File: config.mk
export PLATFORM = sky130hd
export DESIGN_NAME = alu_issue_unit
export DESIGN_NICKNAME = d
export VERILOG_FILES = /design/src/rtl/alu_pkg.sv /design/src/rtl/alu_wait_timer.sv /design/src/rtl/alu_issue_unit.sv
export SDC_FILE = /design/constraint.sdc
export NUM_CORES = 1
export LEC_CHECK = 0
export BUFFER_PORTS_ARGS = -buffer_cell sky130_fd_sc_hd__buf_4
export CELL_PAD_IN_SITES_DETAIL_PLACEMENT = 2
export CELL_PAD_IN_SITES_GLOBAL_PLACEMENT = 2
export CORE_MARGIN = 4
export CORE_UTILIZATION = 29
export DETAILED_ROUTE_END_ITERATION = 8
export PLACE_DENSITY_LB_ADDON = 0.1
export SLEW_MARGIN = 20
export SYNTH_ARGS = -nofsm -noshare
export SYNTH_HDL_FRONTEND = slang
export SYNTH_HIERARCHICAL = 1
export SYNTH_SLANG_ARGS = --single-unit
File: constraint.sdc
create_clock -name inp_clk -period 3.7 [get_ports inp_clk]
set_input_delay 0.74 -clock inp_clk [delete_from_list [all_inputs] [get_ports inp_clk]]
set_output_delay 0.74 -clock inp_clk [all_outputs]
set_load 0.02 [all_outputs]
File: src/rtl/alu_pkg.sv
// Shared definitions for the ALU issue unit: op codes, FSM states, defaults.
package alu_pkg;

    localparam int DEFAULT_DATA_W  = 16;
    localparam int DEFAULT_TIMEOUT = 64;

    localparam logic [3:0] ALU_ADD = 4'd0;
    localparam logic [3:0] ALU_SUB = 4'd1;
    localparam logic [3:0] ALU_NOT = 4'd2;
    localparam logic [3:0] ALU_SHL = 4'd3;
    localparam logic [3:0] ALU_SHR = 4'd4;
    localparam logic [3:0] ALU_AND = 4'd5;
    localparam logic [3:0] ALU_OR  = 4'd6;
    localparam logic [3:0] ALU_SLT = 4'd7;
    localparam logic [3:0] ALU_MUL = 4'd8;
    localparam logic [3:0] ALU_DIV = 4'd9;

    typedef enum logic [1:0] {
        ST_IDLE   = 2'd0,
        ST_LAUNCH = 2'd1,
        ST_WAIT   = 2'd2,
        ST_RESP   = 2'd3
    } state_t;

    // Codes 8..15 complete through a done flag; everything from 9 up is a divide.
    function automatic logic is_multicycle(input logic [3:0] op);
        return op >= ALU_MUL;
    endfunction

    function automatic logic is_div(input logic [3:0] op);
        return op >= ALU_DIV;
    endfunction

endpackage

File: src/rtl/alu_wait_timer.sv
// Saturating WAIT-cycle counter; expired flags the last permitted WAIT cycle.
module alu_wait_timer #(
    parameter int TIMEOUT = 64
) (
    input  logic clk_i,
    input  logic rst_i,
    input  logic clear_i,
    input  logic enable_i,
    output logic expired_o
);

    localparam int CNT_W = $clog2(TIMEOUT + 1);
    localparam logic [CNT_W-1:0] CNT_MAX  = CNT_W'(TIMEOUT);
    localparam logic [CNT_W-1:0] CNT_LAST = CNT_W'(TIMEOUT - 1);

    logic [CNT_W-1:0] cnt_q, cnt_d;

    always_comb begin
        cnt_d = cnt_q;
        if (clear_i) begin
            cnt_d = '0;
        end else if (enable_i && (cnt_q != CNT_MAX)) begin
            cnt_d = cnt_q + 1'b1;
        end
    end

    always_ff @(posedge clk_i) begin
        if (rst_i) begin
            cnt_q <= '0;
        end else begin
            cnt_q <= cnt_d;
        end
    end

    // WAIT cycle k sees a count of k-1, so TIMEOUT-1 marks the final cycle.
    assign expired_o = (cnt_q >= CNT_LAST);

endmodule

File: src/rtl/alu_issue_unit.sv
// Issues one request at a time to an external ALU, waits for multi-cycle
// completion with a timeout, and holds the response until it is consumed.
module alu_issue_unit #(
    parameter int DATA_W  = alu_pkg::DEFAULT_DATA_W,
    parameter int TIMEOUT = alu_pkg::DEFAULT_TIMEOUT
) (
    input  logic              inp_clk,
    input  logic              inp_rst,
    input  logic              inp_valid,
    input  logic [3:0]        inp_op,
    input  logic [DATA_W-1:0] inp_a,
    input  logic [DATA_W-1:0] inp_b,
    output logic              out_ready,
    output logic [DATA_W-1:0] out_aluData1,
    output logic [DATA_W-1:0] out_aluData2,
    output logic [3:0]        out_aluControl,
    output logic              out_start,
    input  logic [DATA_W-1:0] inp_aluResult,
    input  logic              inp_aluZero,
    input  logic              inp_mulDone,
    input  logic              inp_divDone,
    output logic              out_valid,
    output logic [DATA_W-1:0] out_result,
    output logic              out_zero,
    output logic              out_error,
    input  logic              inp_resultReady,
    output logic              out_busy
);

    import alu_pkg::*;

    state_t            state_q, state_d;
    logic [DATA_W-1:0] data1_q, data1_d, data2_q, data2_d;
    logic [3:0]        ctrl_q, ctrl_d;
    logic              start_q, start_d;
    logic              valid_q, valid_d;
    logic [DATA_W-1:0] result_q, result_d;
    logic              zero_q, zero_d;
    logic              error_q, error_d;

    logic accept, div_by_zero, done, expired;

    assign accept      = inp_valid && (state_q == ST_IDLE);
    assign div_by_zero = is_div(inp_op) && (inp_b == '0);
    assign done        = (ctrl_q == ALU_MUL) ? inp_mulDone : inp_divDone;

    alu_wait_timer #(
        .TIMEOUT (TIMEOUT)
    ) u_timer (
        .clk_i     (inp_clk),
        .rst_i     (inp_rst),
        .clear_i   (state_q == ST_LAUNCH),
        .enable_i  ((state_q == ST_WAIT) && !done),
        .expired_o (expired)
    );

    always_comb begin
        state_d  = state_q;
        data1_d  = data1_q;
        data2_d  = data2_q;
        ctrl_d   = ctrl_q;
        start_d  = 1'b0;
        valid_d  = valid_q;
        result_d = result_q;
        zero_d   = zero_q;
        error_d  = error_q;
        case (state_q)
            ST_IDLE: begin
                if (accept) begin
                    data1_d = inp_a;
                    data2_d = inp_b;
                    ctrl_d  = inp_op;
                    if (div_by_zero) begin
                        state_d  = ST_RESP;
                        valid_d  = 1'b1;
                        result_d = '1;
                        zero_d   = 1'b0;
                        error_d  = 1'b1;
                    end else begin
                        state_d = ST_LAUNCH;
                        start_d = 1'b1;
                    end
                end
            end
            // Done is not looked at here: it may still reflect the previous operands.
            ST_LAUNCH: begin
                if (is_multicycle(ctrl_q)) begin
                    state_d = ST_WAIT;
                end else begin
                    state_d  = ST_RESP;
                    valid_d  = 1'b1;
                    result_d = inp_aluResult;
                    zero_d   = inp_aluZero;
                    error_d  = 1'b0;
                end
            end
            ST_WAIT: begin
                if (done) begin
                    state_d  = ST_RESP;
                    valid_d  = 1'b1;
                    result_d = inp_aluResult;
                    zero_d   = inp_aluZero;
                    error_d  = 1'b0;
                end else if (expired) begin
                    state_d  = ST_RESP;
                    valid_d  = 1'b1;
                    result_d = '1;
                    zero_d   = 1'b0;
                    error_d  = 1'b1;
                end
            end
            ST_RESP: begin
                if (inp_resultReady) begin
                    state_d = ST_IDLE;
                    valid_d = 1'b0;
                end
            end
            default: state_d = ST_IDLE;
        endcase
    end

    always_ff @(posedge inp_clk) begin
        if (inp_rst) begin
            state_q  <= ST_IDLE;
            data1_q  <= '0;
            data2_q  <= '0;
            ctrl_q   <= '0;
            start_q  <= 1'b0;
            valid_q  <= 1'b0;
            result_q <= '0;
            zero_q   <= 1'b0;
            error_q  <= 1'b0;
        end else begin
            state_q  <= state_d;
            data1_q  <= data1_d;
            data2_q  <= data2_d;
            ctrl_q   <= ctrl_d;
            start_q  <= start_d;
            valid_q  <= valid_d;
            result_q <= result_d;
            zero_q   <= zero_d;
            error_q  <= error_d;
        end
    end

    assign out_ready      = (state_q == ST_IDLE);
    assign out_busy       = (state_q != ST_IDLE);
    assign out_aluData1   = data1_q;
    assign out_aluData2   = data2_q;
    assign out_aluControl = ctrl_q;
    assign out_start      = start_q;
    assign out_valid      = valid_q;
    assign out_result     = result_q;
    assign out_zero       = zero_q;
    assign out_error      = error_q;

endmodule

# After elaboration in Yosys (flattened, before gate mapping)
# Cells that the tools add are included.
[totals] out_inout_bits=58 elab_cells=72 ff_bits=65
[op_classes] n_mux=31 reduce_logical=15 eq_ne=10 add_sub_neg=1 n_bitwise=2 order_cmp=3
[op_table] operator="16-bit two-way mux" n=5
[op_table] operator="16-bit case mux with 3 select lines" n=1
[op_table] operator="16-bit logical NOT" n=1
[op_table] operator="1-bit two-way mux" n=16
[op_table] operator="2-bit two-way mux" n=5
[op_table] operator="5-bit AND reduction" n=2
[op_table] operator="4-bit >= comparator (second input constant)" n=2
[op_table] operator="2-bit case mux with 4 select lines" n=1
[op_table] operator="7-bit by 1-bit adder with 7-bit output (second input constant)" n=1
[op_table] operator="7-bit by 6-bit >= comparator with 1-bit output (second input constant)" n=1
[op_table] operator="7-bit inequality test (second input constant)" n=1
[op_table] operator="1-bit case mux with 3 select lines" n=2
[op_table] operator="2-bit equality test (second input constant)" n=2
[op_table] operator="4-bit equality test (second input constant)" n=1
[op_table] operator="1-bit logical AND" n=4
[op_table] operator="2-bit by 1-bit inequality test with 1-bit output (second input constant)" n=2
[op_table] operator="2-bit inequality test (second input constant)" n=2
[op_table] operator="1-bit case mux with 4 select lines" n=1
[op_table] operator="3-bit inequality test (second input constant)" n=1
[op_table] operator="3-bit AND reduction" n=1
[op_table] operator="3-bit nonzero test" n=1
[op_table] operator="3-bit OR reduction" n=1
[op_table] operator="2-bit by 1-bit equality test with 1-bit output (second input constant)" n=1
[op_table] operator="2-bit logical NOT" n=1
[op_table] operator="5 further kinds" n=6

# Logic depth before layout (Yosys ltp)
[logic_depth] ltp_word=5 mapped_depth=9 mapped_depth_nobuf=7

# Modules after synthesis
# Netlist, hierarchy kept.
[modules_own_cells] module="alu_issue_unit" cells_each=332 seq_area_each_um2=1161.1 instances=1 area_each_um2=2633.8
[modules_own_cells] module="alu_wait_timer" cells_each=43 seq_area_each_um2=140.1 instances=1 area_each_um2=372.9

# Least setup slack after synthesis
# No wires, ideal clock.
[synth_timing] path_type="input to register" startpoint="input port inp_b[1]" endpoint="register result_q[11] (netlist: out_result[11])" setup_ns=0.121 slack_ns=1.279 n_path_buf=2 t_required_ns=3.579 arrival_ns=2.300 path_stages=7 cell_sequence="nor4_1 nand4_1 a221o_1 clkbuf_1 or2_1 buf_2 mux2_4"
[synth_via] elab_chain_len=4
[synth_lines] item="start: declaration" line_no="alu_issue_unit.sv:12" rtl="input logic [DATA_W-1:0] inp_b,"
[synth_lines] item="16-bit logical NOT" line_no="alu_issue_unit.sv:44" rtl="assign div_by_zero = is_div(inp_op) && (inp_b == '0);"
[synth_lines] item="1-bit logical AND" line_no="alu_issue_unit.sv:44"
[synth_lines] item="2-bit by 1-bit inequality test with 1-bit output (no source line)"
[synth_lines] item="5-bit AND reduction (no source line)"
[synth_lines] item="end signal: assignment" line_no="alu_issue_unit.sv:140" rtl="result_q <= result_d;"
[synth_lines] item="end: declaration" line_no="alu_issue_unit.sv:37" rtl="logic [DATA_W-1:0] result_q, result_d;"
# Every way passes these cells.
# A chain may end at the register's enable or synchronous reset.

# Worst setup path after layout
[layout_timing] startpoint="register state_q[0]" endpoint="register result_q[12] (netlist: out_result[12])"
[layout_via] elab_chain_len=4 elab_cells_between_ends=11 classes_between="eq/ne (6); mux (1); reduce/logical (4)"
[layout_lines] item="start: declaration" line_no="alu_issue_unit.sv:32" rtl="state_t state_q, state_d;"
[layout_lines] item="start signal: assignment" line_no="alu_issue_unit.sv:134" rtl="state_q <= state_d;"
[layout_lines] item="2-bit logical NOT" line_no="alu_issue_unit.sv:43, alu_issue_unit.sv:67"
[layout_lines] item="1-bit logical AND" line_no="alu_issue_unit.sv:43" rtl="assign accept = inp_valid && (state_q == ST_IDLE);"
[layout_lines] item="2-bit by 1-bit inequality test with 1-bit output (no source line)"
[layout_lines] item="5-bit AND reduction (no source line)"
# Several ways; a longest one is shown, not always the timed one.

==> run_results.csv <==
group,metric,value,unit
run_status,status,"finished clean",
timing,finalHoldViolCount,0,
min_path,whs_endpoint,"out_aluData2[2]",
placed_design,hpwl,7600,um
clock_tree,cts.sinks,65,
final_layout,nets,546,
critical_path,crit_chain,"inv_1 > ha_1 > inv_1 > nor2_1 > a211o_1 > buf_4 > or2_1 > mux2_4",
min_path,min_from,"out_aluData2[2]",
timing,rsz0062_at_grt,"false",
global_routing,antenna_found_initial,0,
drt,detail-route-antenna-nets,0,
drt,vias_per_cell,5.04,
drt,vias,3111,
final_layout,n_antenna_cell,0,
logic_synthesis,synth_cells,375,
logic_synthesis,syn_nets,442,
critical_path,path_buf_inv,3,
logic_synthesis,yosysWarnings,6,
final_layout,area_growth,39.8,%
logic_synthesis,yosysTopAreaCellShare,0.433,
critical_path,crit_fanout,26,
die,coreArea,9950,sq um
final_layout,final_util,0.422,
logic_synthesis,yosysTopAreaCell,"dfxtp_1",
clock_tree,clock_tree.root_cell,"clkbuf_8",
global_routing,grt_pass1_vias,3329,
min_path,holdPathStages,2,
critical_path,ff2ff_setup_slack,890,ps
critical_path,arrival,3050,ps
drt,drt-total-wl,10700,um
min_path,hold_class,"flop to flop",
critical_path,crit_path_start_kind,"flop",
critical_path,slowest_stage,"ha_1",
timing,setup_viol,0,
critical_path,critPathMostFrequentCell,"inv_1",
logic_synthesis,ys.flop_type,"dfxtp_1",
timing,max_slew_margin,0.391,
clock_tree,ctsHtreeMaxLevel,3,
timing,min_period_over_period,0.761,
power,vdd_drop_max,0.259,mV
power,power_density,773,nW/um^2
placed_design,placed_cell_area,3970,sq um
critical_path,cp_top_family,"buffers and inverters",
critical_path,crit_type,"flop to flop",
critical_path,reg2reg_depth,8,
drt,routedWlPerCell,17.3,um
timing,fmax,355,MHz
logic_synthesis,ys_top_cells_by_count,"nand2_1, dfxtp_1, a21oi_1",
drt,met1Wirelength,4410,um
placed_design,place_congestion,0.740,
critical_path,r2r_end,"out_result[12]",
die,chipWidth,110,um
clock_tree,clockBufferDepth,2,
clock_tree,cts_tree,"yes",
logic_synthesis,yosys-top-cells-area,"dfxtp_1, nand2_1, a21oi_1",
drt,top_layer,"met4",
clock_tree,cts_buffers,9,
power,leakagePower,1.78,nW
clock_tree,post_cts_buffers,0,
drt,wl_met2,5490,um
clock_tree,cts_hold_buf,0,
timing,clock_skew,9.20,ps
drt,drc_errors,0,
global_routing,overflow,0,
final_layout,drive_above_1_share,0.304,
global_routing,groute.usage.overall,0.182,
logic_synthesis,ys_seq_area_frac,0.433,
clock_tree,postCtsResizedCells,0,
critical_path,startpoint,"state_q[0]",
global_routing,grt_max_degree,65,
die,die_area,12100,sq um
global_routing,grt_first_pass_wirelength,17200,um
run,maxCapViolCount,0,
logic_synthesis,synthArstFlopShare,0,
placed_design,numPortBuffers,116,
critical_path,cpPeakStageDelay,570,ps
drt,drt_iter0_drc,97,
logic_synthesis,netlist_area,3010,sq um
timing,tightestPinTransition,914,ps
critical_path,r2r_start,"state_q[0]",
final_layout,fillers,1172,
final_layout,design_area,4200,sq um
logic_synthesis,ys_types,43,
timing,fin_tns_setup,0,ps
drt,drt-pass1-iter-count,4,
die,fp.dieH,110,um
clock_tree,clk_latency,350,ps
critical_path,worstSetupEndpointType,"flop",
logic_synthesis,synth_edf_count,0,
logic_synthesis,avgSynthCellArea,8.02,sq um
die,rows,36,
die,ios,117,
critical_path,required,3930,ps
logic_synthesis,synth_seq_cells,65,
logic_synthesis,yosysMostFrequentCell,"nand2_1",
drt,wl_met3,629,um
clock_tree,clkTransAtPathRegs,70,ps
die,start_util,0.302,
timing,finalMaxSlewViolations,0,
timing,fin_crit,2810,ps
==> flip-flops by register name, summed over array words and instances, names as in the netlist <==
signal	cells
out_valid	1
out_start	1
out_zero	1
out_aluData1	16
out_error	1
state_q	2
out_aluControl	4
out_result	16
out_aluData2	16
u_timer/cnt_q	7
==> power by group <==
part	switching (mW)	internal, mW	total (mW)
clock	0.288	0.414	0.702
sequential	0.119	0.873	0.992
combinational	0.948	0.608	1.56
total	1.35	1.90	3.25
==> worst max-delay path by stage <==
stage,end,cells after the start,slack (ps)
2_1_floorplan,out_result[11],7,1280
3_3_place_gp,out_result[11],7,840
3_5_place_dp,out_result[13],7,710
4_1_cts,out_result[13],8,900
5_1_grt,out_result[14],8,620
6_report,out_result[12],8,890
==> stage by stage <==
stage / hold slack, ps / setup WS (ps) / cells / power [mW]
finish: 458 / 886 / 617 / 3.25
global route: 482 / 617 / 617 / 3.50
CTS: 463 / 897 / 617 / 3.31
detailed placement: 452 / 712 / 601 / 2.58
global placement: 444 / 844 / 601 / 2.52
floorplan: 461 / 1280 / 375 / 1.98
==> area by class of cell <==
cell class	count	area, sq um	share of cell area
Sequential cell	65	1300	0.310
Inverter	10	37.5	0.00893
Timing Repair Buffer	121	908	0.216
Clock buffer	11	151	0.0360
Clock inverter	5	77.6	0.0185
Tap cell	133	166	0.0396
Multi-Input combinational cell	272	1560	0.371
==> worst register-to-register path: stages, from the launching register on <==
cell	delay [ps]
dfxtp_1	350
inv_1	160
ha_1	570
inv_1	270
nor2_1	220
a211o_1	150
buf_4	280
or2_1	380
mux2_4	340
==> layer usage <==
layer  vias up  track usage
met3         8       0.0511
met1      1521        0.216
met4         0       0.0481
met2        73        0.321
met5         -            0
li1       1509            -
==> logic make-up (layout without fill, tap and decap cells) <==
kind of cell / count (synthesis) / in the layout / share of synthesized area
AND/OR/NAND/NOR: 139 / 139 / 0.209
buffers and inverters: 38 / 147 / 0.0483
XOR/XNOR: 3 / 3 / 0.00874
AO/OA/AOI/OAI: 114 / 114 / 0.234
adder cells (fa/ha/maj): 8 / 8 / 0.0333
multiplexers: 8 / 8 / 0.0337
flip-flops: 65 / 65 / 0.433
==> layout by cell type (no fill, tap or decap), types with 3 or more instances in the layout <==
master	netlist	layout
nand4_1	3	3
inv_1	10	10
o41ai_1	10	10
or3_1	3	3
mux2i_1	3	3
nor2b_1	6	6
clkbuf_8	0	11
nor4_1	4	4
nand2_1	90	90
nor2_1	19	19
ha_1	8	8
a21oi_1	59	59
mux2_4	4	4
dfxtp_1	65	65
o21ai_0	10	10
buf_4	0	121
o21a_1	11	11
o211ai_1	11	11
Power figures use the tool's default switching activity.
